<file path="src/rtl/atomic_alu_pkg.sv">
// Shared types for the atomic ALU controller: opcodes, FSM states,
// the decoded command view and the response flag bit positions.
package atomic_alu_pkg;

   // Opcode encoding is fixed at 3 bits; the controller's OP_W defaults to this.
   localparam int OPCODE_W = 3;

   // Decoded addresses are zero-extended to this width so one command type
   // serves every NUM_REGS up to 256.
   localparam int ADDR_W_MAX = 8;

   typedef enum logic [OPCODE_W-1:0] {
      OP_ADD    = 3'b000,
      OP_SUB    = 3'b001,
      OP_AND    = 3'b010,
      OP_OR     = 3'b011,
      OP_XOR    = 3'b100,
      OP_SLT    = 3'b101,
      OP_PASS_A = 3'b110,
      OP_CAS    = 3'b111
   } op_e;

   typedef enum logic [2:0] {
      ST_IDLE,
      ST_EXEC,
      ST_WB,
      ST_CAS_CMP,
      ST_CAS_WB
   } state_e;

   typedef struct packed {
      op_e                   op;
      logic [ADDR_W_MAX-1:0] a1;
      logic [ADDR_W_MAX-1:0] a2;
      logic [ADDR_W_MAX-1:0] a3;
   } cmd_t;

   // Bit positions inside resp_flags = {O,C,Z,N}.
   localparam int FLAG_O = 3;
   localparam int FLAG_C = 2;
   localparam int FLAG_Z = 1;
   localparam int FLAG_N = 0;

endpackage

</file>
<file path="src/rtl/atomic_alu_controller_if.sv">
// Host command/response, external ALU and host register-load signals of the
// atomic ALU controller. master = host/ALU side, slave = controller side.
interface atomic_alu_controller_if #(
   parameter int DATA_W   = 32,
   parameter int NUM_REGS = 8,
   parameter int OP_W     = 3
);
   localparam int ADDR_W = $clog2(NUM_REGS);
   localparam int CMD_W  = OP_W + 3*ADDR_W;

   logic              cmd_valid;
   logic              cmd_ready;
   logic [CMD_W-1:0]  cmd;

   logic [OP_W-1:0]   alu_op_code;
   logic [DATA_W-1:0] data_a;
   logic [DATA_W-1:0] data_b;
   logic [DATA_W-1:0] alu_y;
   logic              alu_o;
   logic              alu_c;
   logic              alu_z;
   logic              alu_n;

   logic              resp_valid;
   logic [DATA_W-1:0] resp_data;
   logic [3:0]        resp_flags;

   logic              host_we;
   logic [ADDR_W-1:0] host_waddr;
   logic [DATA_W-1:0] host_wdata;
   logic [ADDR_W-1:0] host_raddr;
   logic [DATA_W-1:0] host_rdata;

   modport master (
      output cmd_valid, cmd, alu_y, alu_o, alu_c, alu_z, alu_n,
             host_we, host_waddr, host_wdata, host_raddr,
      input  cmd_ready, alu_op_code, data_a, data_b,
             resp_valid, resp_data, resp_flags, host_rdata
   );

   modport slave (
      input  cmd_valid, cmd, alu_y, alu_o, alu_c, alu_z, alu_n,
             host_we, host_waddr, host_wdata, host_raddr,
      output cmd_ready, alu_op_code, data_a, data_b,
             resp_valid, resp_data, resp_flags, host_rdata
   );

endinterface

</file>
<file path="src/rtl/atomic_regfile.sv">
// NUM_REGS x DATA_W register file: two operand read ports, one host read
// port, a controller write port and a host write port (controller wins).
// Addresses at or above NUM_REGS read as zero and are never written.
module atomic_regfile
   import atomic_alu_pkg::*;
#(
   parameter int DATA_W   = 32,
   parameter int NUM_REGS = 8
) (
   input  logic                  clk,
   input  logic                  rst,
   input  logic [ADDR_W_MAX-1:0] rd_a_addr_i,
   input  logic [ADDR_W_MAX-1:0] rd_b_addr_i,
   input  logic [ADDR_W_MAX-1:0] host_raddr_i,
   output logic [DATA_W-1:0]     rd_a_data_o,
   output logic [DATA_W-1:0]     rd_b_data_o,
   output logic [DATA_W-1:0]     host_rdata_o,
   input  logic                  ctrl_we_i,
   input  logic [ADDR_W_MAX-1:0] ctrl_waddr_i,
   input  logic [DATA_W-1:0]     ctrl_wdata_i,
   input  logic                  host_we_i,
   input  logic [ADDR_W_MAX-1:0] host_waddr_i,
   input  logic [DATA_W-1:0]     host_wdata_i
);

   logic [DATA_W-1:0] regs_q [NUM_REGS];

   // Address match by comparison so non-power-of-2 sizes read zero beyond the end.
   function automatic logic [DATA_W-1:0] read_reg(input logic [ADDR_W_MAX-1:0] addr);
      logic [DATA_W-1:0] val;
      val = '0;
      for (int i = 0; i < NUM_REGS; i++) begin
         if (addr == ADDR_W_MAX'(i)) val = regs_q[i];
      end
      return val;
   endfunction

   // Combinational read ports.
   always_comb begin
      // NOTE: every output gets a default first so no path can infer a latch.
      rd_a_data_o  = '0;
      rd_b_data_o  = '0;
      host_rdata_o = '0;
      rd_a_data_o  = read_reg(rd_a_addr_i);
      rd_b_data_o  = read_reg(rd_b_addr_i);
      host_rdata_o = read_reg(host_raddr_i);
   end

   // Register storage: clear on reset, controller write has priority over host.
   always_ff @(posedge clk) begin
      if (rst) begin
         // NOTE: the storage array is cleared deliberately; reset must zero every register.
         for (int i = 0; i < NUM_REGS; i++) regs_q[i] <= '0;
      end else begin
         // NOTE: sequential state is updated with non-blocking assignments only.
         for (int i = 0; i < NUM_REGS; i++) begin
            if (ctrl_we_i && ctrl_waddr_i == ADDR_W_MAX'(i)) begin
               regs_q[i] <= ctrl_wdata_i;
            end else if (host_we_i && host_waddr_i == ADDR_W_MAX'(i)) begin
               regs_q[i] <= host_wdata_i;
            end
         end
      end
   end

endmodule

</file>
<file path="src/rtl/atomic_alu_controller.sv">
// Decodes 3-address commands, drives the external ALU from registered
// operands and writes results back; CAS runs as an uninterruptible
// compare-then-write sequence during which host writes are locked out.
module atomic_alu_controller
   import atomic_alu_pkg::*;
#(
   parameter int DATA_W   = 32,
   parameter int NUM_REGS = 8,
   parameter int OP_W     = OPCODE_W
) (
   input logic                     clk,
   input logic                     rst,
   atomic_alu_controller_if.slave  bus
);

   localparam int ADDR_W = $clog2(NUM_REGS);
   localparam int CMD_W  = OP_W + 3*ADDR_W;
   localparam int AW     = ADDR_W_MAX;

   state_e            state_q;
   logic [AW-1:0]     a1_q, a2_q, a3_q;
   logic [OP_W-1:0]   alu_op_q;
   logic [DATA_W-1:0] data_a_q, data_b_q;
   logic              resp_valid_q;
   logic [DATA_W-1:0] resp_data_q;
   logic [3:0]        resp_flags_q;

   cmd_t              cmd_in;
   logic [3:0]        alu_flags;
   logic [AW-1:0]     rd_a_addr, rd_b_addr;
   logic [DATA_W-1:0] rd_a_data, rd_b_data;
   logic              ctrl_we;
   logic [AW-1:0]     ctrl_waddr;
   logic [DATA_W-1:0] ctrl_wdata;
   logic              host_we_ok;

   // Split the incoming command word {op, a1, a2, a3} into its fields.
   always_comb begin
      cmd_in    = '0;
      cmd_in.op = op_e'(bus.cmd[CMD_W-1 -: OP_W]);
      cmd_in.a1 = AW'(bus.cmd[3*ADDR_W-1 -: ADDR_W]);
      cmd_in.a2 = AW'(bus.cmd[2*ADDR_W-1 -: ADDR_W]);
      cmd_in.a3 = AW'(bus.cmd[ADDR_W-1:0]);
   end

   // Pack ALU flags into the {O,C,Z,N} response layout.
   always_comb begin
      alu_flags         = '0;
      alu_flags[FLAG_O] = bus.alu_o;
      alu_flags[FLAG_C] = bus.alu_c;
      alu_flags[FLAG_Z] = bus.alu_z;
      alu_flags[FLAG_N] = bus.alu_n;
   end

   // Read addressing: operands at accept; port A fetches reg[a2] for a CAS swap.
   always_comb begin
      rd_a_addr = cmd_in.a1;
      if (state_q == ST_CAS_CMP) rd_a_addr = a2_q;
      rd_b_addr = (cmd_in.op == OP_CAS) ? cmd_in.a3 : cmd_in.a2;
   end

   // Writeback select: ALU result to a3, or CAS swap to a1 / current value to a3.
   always_comb begin
      ctrl_we    = 1'b0;
      ctrl_waddr = a3_q;
      ctrl_wdata = bus.alu_y;
      case (state_q)
         ST_EXEC: ctrl_we = 1'b1;
         ST_CAS_CMP: begin
            ctrl_we = 1'b1;
            if (bus.alu_z) begin
               ctrl_waddr = a1_q;
               ctrl_wdata = rd_a_data;
            end else begin
               ctrl_wdata = data_a_q;
            end
         end
         default: ctrl_we = 1'b0;
      endcase
   end

   // Host writes only land while idle, which keeps CAS atomic.
   assign host_we_ok = bus.host_we && (state_q == ST_IDLE);

   atomic_regfile #(
      .DATA_W   (DATA_W),
      .NUM_REGS (NUM_REGS)
   ) u_regfile (
      .clk          (clk),
      .rst          (rst),
      .rd_a_addr_i  (rd_a_addr),
      .rd_b_addr_i  (rd_b_addr),
      .host_raddr_i (AW'(bus.host_raddr)),
      .rd_a_data_o  (rd_a_data),
      .rd_b_data_o  (rd_b_data),
      .host_rdata_o (bus.host_rdata),
      .ctrl_we_i    (ctrl_we),
      .ctrl_waddr_i (ctrl_waddr),
      .ctrl_wdata_i (ctrl_wdata),
      .host_we_i    (host_we_ok),
      .host_waddr_i (AW'(bus.host_waddr)),
      .host_wdata_i (bus.host_wdata)
   );

   // Command FSM with registered ALU operands and response outputs.
   always_ff @(posedge clk) begin
      if (rst) begin
         state_q      <= ST_IDLE;
         a1_q         <= '0;
         a2_q         <= '0;
         a3_q         <= '0;
         alu_op_q     <= '0;
         data_a_q     <= '0;
         data_b_q     <= '0;
         resp_valid_q <= 1'b0;
         resp_data_q  <= '0;
         resp_flags_q <= '0;
      end else begin
         resp_valid_q <= 1'b0;
         case (state_q)
            ST_IDLE: begin
               if (bus.cmd_valid) begin
                  a1_q     <= cmd_in.a1;
                  a2_q     <= cmd_in.a2;
                  a3_q     <= cmd_in.a3;
                  data_a_q <= rd_a_data;
                  data_b_q <= rd_b_data;
                  if (cmd_in.op == OP_CAS) begin
                     alu_op_q <= OP_W'(OP_SUB);
                     state_q  <= ST_CAS_CMP;
                  end else begin
                     alu_op_q <= OP_W'(cmd_in.op);
                     state_q  <= ST_EXEC;
                  end
               end
            end
            ST_EXEC: begin
               resp_data_q  <= bus.alu_y;
               resp_flags_q <= alu_flags;
               resp_valid_q <= 1'b1;
               state_q      <= ST_WB;
            end
            ST_CAS_CMP: begin
               resp_data_q  <= bus.alu_z ? DATA_W'(1) : '0;
               resp_flags_q <= alu_flags;
               resp_valid_q <= 1'b1;
               state_q      <= ST_CAS_WB;
            end
            ST_WB, ST_CAS_WB: state_q <= ST_IDLE;
            default:          state_q <= ST_IDLE;
         endcase
      end
   end

   assign bus.cmd_ready   = (state_q == ST_IDLE);
   assign bus.alu_op_code = alu_op_q;
   assign bus.data_a      = data_a_q;
   assign bus.data_b      = data_b_q;
   assign bus.resp_valid  = resp_valid_q;
   assign bus.resp_data   = resp_data_q;
   assign bus.resp_flags  = resp_flags_q;

endmodule

</file>
<file path="src/flat_wrapper.sv">
// flat-port wrapper written by rule: the top's interface ports become plain ports
module atomic_alu_controller_flat import atomic_alu_pkg::*;
#(
   parameter int DATA_W   = 32,
   parameter int NUM_REGS = 8,
   parameter int OP_W     = OPCODE_W
)
  (clk, rst, bus_cmd_valid, bus_cmd, bus_alu_y, bus_alu_o, bus_alu_c, bus_alu_z, bus_alu_n, bus_host_we, bus_host_waddr, bus_host_wdata, bus_host_raddr, bus_cmd_ready, bus_alu_op_code, bus_data_a, bus_data_b, bus_resp_valid, bus_resp_data, bus_resp_flags, bus_host_rdata);
  atomic_alu_controller_if #(.DATA_W(DATA_W), .NUM_REGS(NUM_REGS), .OP_W(OP_W)) bus_i ();
  input logic clk;
  input logic rst;
  input wire logic [$bits(bus_i.cmd_valid)-1:0] bus_cmd_valid;
  input wire logic [$bits(bus_i.cmd)-1:0] bus_cmd;
  input wire logic [$bits(bus_i.alu_y)-1:0] bus_alu_y;
  input wire logic [$bits(bus_i.alu_o)-1:0] bus_alu_o;
  input wire logic [$bits(bus_i.alu_c)-1:0] bus_alu_c;
  input wire logic [$bits(bus_i.alu_z)-1:0] bus_alu_z;
  input wire logic [$bits(bus_i.alu_n)-1:0] bus_alu_n;
  input wire logic [$bits(bus_i.host_we)-1:0] bus_host_we;
  input wire logic [$bits(bus_i.host_waddr)-1:0] bus_host_waddr;
  input wire logic [$bits(bus_i.host_wdata)-1:0] bus_host_wdata;
  input wire logic [$bits(bus_i.host_raddr)-1:0] bus_host_raddr;
  output wire logic [$bits(bus_i.cmd_ready)-1:0] bus_cmd_ready;
  output wire logic [$bits(bus_i.alu_op_code)-1:0] bus_alu_op_code;
  output wire logic [$bits(bus_i.data_a)-1:0] bus_data_a;
  output wire logic [$bits(bus_i.data_b)-1:0] bus_data_b;
  output wire logic [$bits(bus_i.resp_valid)-1:0] bus_resp_valid;
  output wire logic [$bits(bus_i.resp_data)-1:0] bus_resp_data;
  output wire logic [$bits(bus_i.resp_flags)-1:0] bus_resp_flags;
  output wire logic [$bits(bus_i.host_rdata)-1:0] bus_host_rdata;
  assign bus_i.cmd_valid = bus_cmd_valid;
  assign bus_i.cmd = bus_cmd;
  assign bus_i.alu_y = bus_alu_y;
  assign bus_i.alu_o = bus_alu_o;
  assign bus_i.alu_c = bus_alu_c;
  assign bus_i.alu_z = bus_alu_z;
  assign bus_i.alu_n = bus_alu_n;
  assign bus_i.host_we = bus_host_we;
  assign bus_i.host_waddr = bus_host_waddr;
  assign bus_i.host_wdata = bus_host_wdata;
  assign bus_i.host_raddr = bus_host_raddr;
  assign bus_cmd_ready = bus_i.cmd_ready;
  assign bus_alu_op_code = bus_i.alu_op_code;
  assign bus_data_a = bus_i.data_a;
  assign bus_data_b = bus_i.data_b;
  assign bus_resp_valid = bus_i.resp_valid;
  assign bus_resp_data = bus_i.resp_data;
  assign bus_resp_flags = bus_i.resp_flags;
  assign bus_host_rdata = bus_i.host_rdata;
  atomic_alu_controller #(.DATA_W(DATA_W), .NUM_REGS(NUM_REGS), .OP_W(OP_W)) u_core (.clk(clk), .rst(rst), .bus(bus_i));
endmodule
</file>
<file path="config.mk">
export PLATFORM = sky130hd
export DESIGN_NAME = atomic_alu_controller_flat
export DESIGN_NICKNAME = d
export VERILOG_FILES = /design/src/rtl/atomic_alu_pkg.sv /design/src/rtl/atomic_alu_controller_if.sv /design/src/rtl/atomic_regfile.sv /design/src/rtl/atomic_alu_controller.sv /design/src/flat_wrapper.sv
export SDC_FILE = /design/constraint.sdc
export NUM_CORES = 1
export LEC_CHECK = 0
export BUFFER_PORTS_ARGS = -buffer_cell sky130_fd_sc_hd__buf_2
export CORE_MARGIN = 1.5
export CORE_UTILIZATION = 35
export DETAILED_ROUTE_END_ITERATION = 16
export GPL_TIMING_DRIVEN = 1
export PLACE_DENSITY_LB_ADDON = 0.05
export SETUP_SLACK_MARGIN = 0.4
export SLEW_MARGIN = 20
export SYNTH_ARGS = -nofsm -noshare
export SYNTH_HDL_FRONTEND = slang
export SYNTH_SLANG_ARGS = --single-unit
</file>
<file path="constraint.sdc">
create_clock -name clk -period 4.4 [get_ports clk]
set_input_delay 0.22 -clock clk [delete_from_list [all_inputs] [get_ports clk]]
set_output_delay 0.22 -clock clk [all_outputs]
set_load 0.02 [all_outputs]
</file>
==> impl_results.md <==
- Wirelength per Cell: 32.5 µm
- DRC Markers: 0
- Slew @ Worst Pin: around 1.2 ns
- TritonCTS Buffers: between 40 and 50
- Clock Sinks: roughly 370
- Clk_skew: between 0.02 and 0.03 ns
- First-pass GRT wire length: around 160000 µm
- Leakage power: ~9.7 nW
- Via count: 22200
- Pre-CTS WS: between 0.9 and 1 ns
- Commonest cells after routing, fill and taps aside: nand2_1 (377), edfxtp_1 (256), buf_2 (225), nor2_1 (138), o21ai_0 (134)
- Hold Buf Count CTS: 48
- TritonCTS clock tree: yes
- Row Count: around 90
- CP Capture Point: u_core.u_regfile.regs_q[1][77]
- GPL Wtd Cong: a little over 0.9
- Cell Area, Synth: ~22000 µm²
- Final net count: ~2700
- RSZ-0062 raised after global routing: no
- Flops & latches, synth: between 300 and 400
- Mapped Cells: 2378
- Max Freq: 286 MHz
- Max Cap Viol: 0
- Post-layout util: 0.421
- Total power: around 0.01 W
- Largest net degree at the start of global routing: slightly below 80
- Post-CTS Setup Inserts: 0
- Post-CTS Resized: 0
- Post-Syn Nets: 2468
- Tcrit/Tclk final: 0.796
- Sw Pwr: about 0.0031 W
- Rel. slew slack: 0.210
- WS Path Type: reg2reg
- Status: finished clean
- Max IR drop VDD: 282 µV
- Antenna violation net count after detailed routing: 0
- Worst skew pair latency: approximately 0.61 ns
- EDFF count, synth: between 200 and 300
- Reg-to-reg startpoint: u_core.a2_q[1]
- Crit-path max FO: 19
- Root buf cell: clkbuf_16
- Commonest non-fill, non-tap cell in the layout: nand2_1
- Worst Hold Class: in2reg
- Sequential share of the synthesized area: 0.445
- Post-Route WL: around 110000 µm
- Final HPWL DP: between 70000 and 80000 µm
- Starting Density: 0.355
- Setup TNS: 0 ns
- Sequential power share: 0.417
- Die Area: around 66000 µm²
- Port-buffer cells: 226
- Vias in the first global route: ~21000
- Final setup violation count: 0
- Drt first pass iters: 8
- Layout cells sized above 1: 0.238
- Initial antenna violation count: 4
- CTS H-tree depth: 2
- Internal reg-to-reg setup slack: 0.90 ns
- Total Routing Usage GR: 0.329
- Crit start category: flop
- 1st-iter DRT viols: around 3200
- Combinational power share: 0.187
- Synth-to-Final Area Change: 18.6%
- Clk slew on worst S/H paths: 0.06 ns
- FF-to-FF End: u_core.u_regfile.regs_q[1][77]
- Ys flop type: edfxtp_1
- IO Pins: 227
- Crit path from: u_core.a2_q[1]
- Final WS setup: around 0.90 ns
- Internal: between 0.006 and 0.007 W
- Vias per inst: 6.44
- Worst EP required: about 4.7 ns
- Ys async rst share: 0
- Design Area, Final: about 27000 µm²
- Die Span Y: between 200 and 300 µm
- Net Sw Frac: 0.311
- Fin. Hold Viols: 0
- Cell variety after synth: roughly 70
- Antenna Cells: 0
- Endpoint type of the worst setup path: flop
- Placed instance area: 24600 µm²
- Yosys Warn Count: 0
- Gr ovfl total: 0
- Max-slew violations: 0
- Avg Cell Area, Syn: 9.45 µm²
- Die Wd: roughly 260 µm
- Clk pwr share: 0.396
- Cell Pwr Density: ~380 nW/µm²
- Core ar.: about 63000 µm²
- Crit path time final: about 3.5 ns
- R2r worst-path depth: 8
- Clock buffer depth: 3
- WP data arrival: 3.81 ns
==> logic make-up after synthesis <==
group / synth area share
muxes: 0.0882
and+or+nand+nor: 0.152
xor gates and xnor gates: 0.000780
buffers and inverters: 0.0473
DFF: 0.445
AOI/OAI and AO/OA: 0.266
==> metal layers <==
layer  up-vias  global-route usage  share of wire
met5         -                   0              0
met2      1507               0.515           0.45
li1       9409                   -              -
met3       292              0.0693           0.10
met4         0               0.137          0.044
met1     11000               0.441           0.41
==> synth_stat cells, types with 12 or more instances <==
cell type / instances / area [µm²]
o22ai_1: 49 / 307
a222oi_1: 23 / 230
o21a_1: 12 / 90.1
or3_1: 32 / 200
or2_2: 25 / 156
a32o_1: 12 / 120
o221ai_1: 21 / 184
mux2_2: 34 / 383
mux4_2: 31 / 698
dfxtp_1: 116 / 2320
buf_1: 35 / 131
a311oi_1: 23 / 201
nand3b_1: 41 / 308
a22o_1: 37 / 324
o21bai_1: 12 / 90.1
buf_2: 33 / 165
nor2_1: 143 / 537
a211oi_2: 40 / 500
nor3_1: 19 / 95.1
o21ai_0: 134 / 671
a22oi_1: 63 / 473
o211ai_1: 59 / 443
a211oi_1: 21 / 158
o2111ai_1: 23 / 201
o21ai_1: 127 / 636
nand2_1: 379 / 1420
a21oi_1: 132 / 661
nand3_1: 19 / 95.1
mux2i_1: 76 / 761
clkbuf_1: 157 / 589
a31o_2: 24 / 210
edfxtp_1: 256 / 7690
nand2b_1: 38 / 238
and3_1: 15 / 93.8
==> power by group through the flow <==
| stage | combinational, W | sequential (W) | clock (W) |
|---|---|---|---|
| floorplan | 0.000998 | 0.00425 | 0 |
| global placement | 0.00179 | 0.00424 | 0 |
| detailed placement | 0.00180 | 0.00424 | 0 |
| CTS | 0.00184 | 0.00417 | 0.00401 |
| global route | 0.00196 | 0.00420 | 0.00413 |
| finish | 0.00187 | 0.00418 | 0.00396 |
==> worst max-delay path, cell delays in order (launching register included) <==
cell      delay, ns
dfxtp_1        0.72
and4b_1        0.41
a21o_2         0.42
buf_4          0.57
mux2i_1        0.27
o21a_1         0.15
o21ai_0        0.10
a22oi_2        0.40
a211oi_1       0.15
==> registers in the layout, indices dropped and copies added, names as in the netlist <==
name	flops
u_core.bus.data_b	32
u_core.u_regfile.regs_q	256
u_core.bus.resp_flags	4
u_core.a3_q	3
u_core.a2_q	3
u_core.bus.alu_op_code	3
u_core.a1_q	3
u_core.state_q	3
u_core.bus.data_a	32
u_core.bus.resp_valid	1
u_core.bus.resp_data	32
==> stage by stage <==
step	cells	hold slack (ns)
6_report	3445	0.0205
5_1_grt	3445	0.0316
2_1_floorplan	2378	0.356
3_3_place_gp	3311	0.434
3_5_place_dp	3311	0.441
4_1_cts	3445	0.00101
==> worst min-delay path by stage <==
stage | cells after the start | to | slack, ns | start
floorplan | 2 | u_core.a3_q[1] | 0.36 | bus_cmd[1]
global placement | 2 | u_core.bus.resp_data[4] | 0.43 | u_core.bus.resp_data[4]
detailed placement | 2 | u_core.bus.resp_data[7] | 0.44 | u_core.bus.resp_data[7]
CTS | 3 | u_core.u_regfile.regs_q[1][8] | 0.001 | bus_host_wdata[8]
global route | 2 | u_core.u_regfile.regs_q[0][112] | 0.03 | bus_host_wdata[16]
finish | 3 | u_core.u_regfile.regs_q[1][8] | 0.02 | bus_host_wdata[8]
==> final cells by class <==
type / instances / area, µm²
multi-input cells: 1754 / 11500
clock buffers: 64 / 1340
well taps: 846 / 1060
repair buffers: 374 / 2430
clock inverters: 22 / 211
flip-flops and latches: 372 / 10000
inverters: 13 / 48.8
fillers: 6266 / 36700
Power figures use the tool's default switching activity.
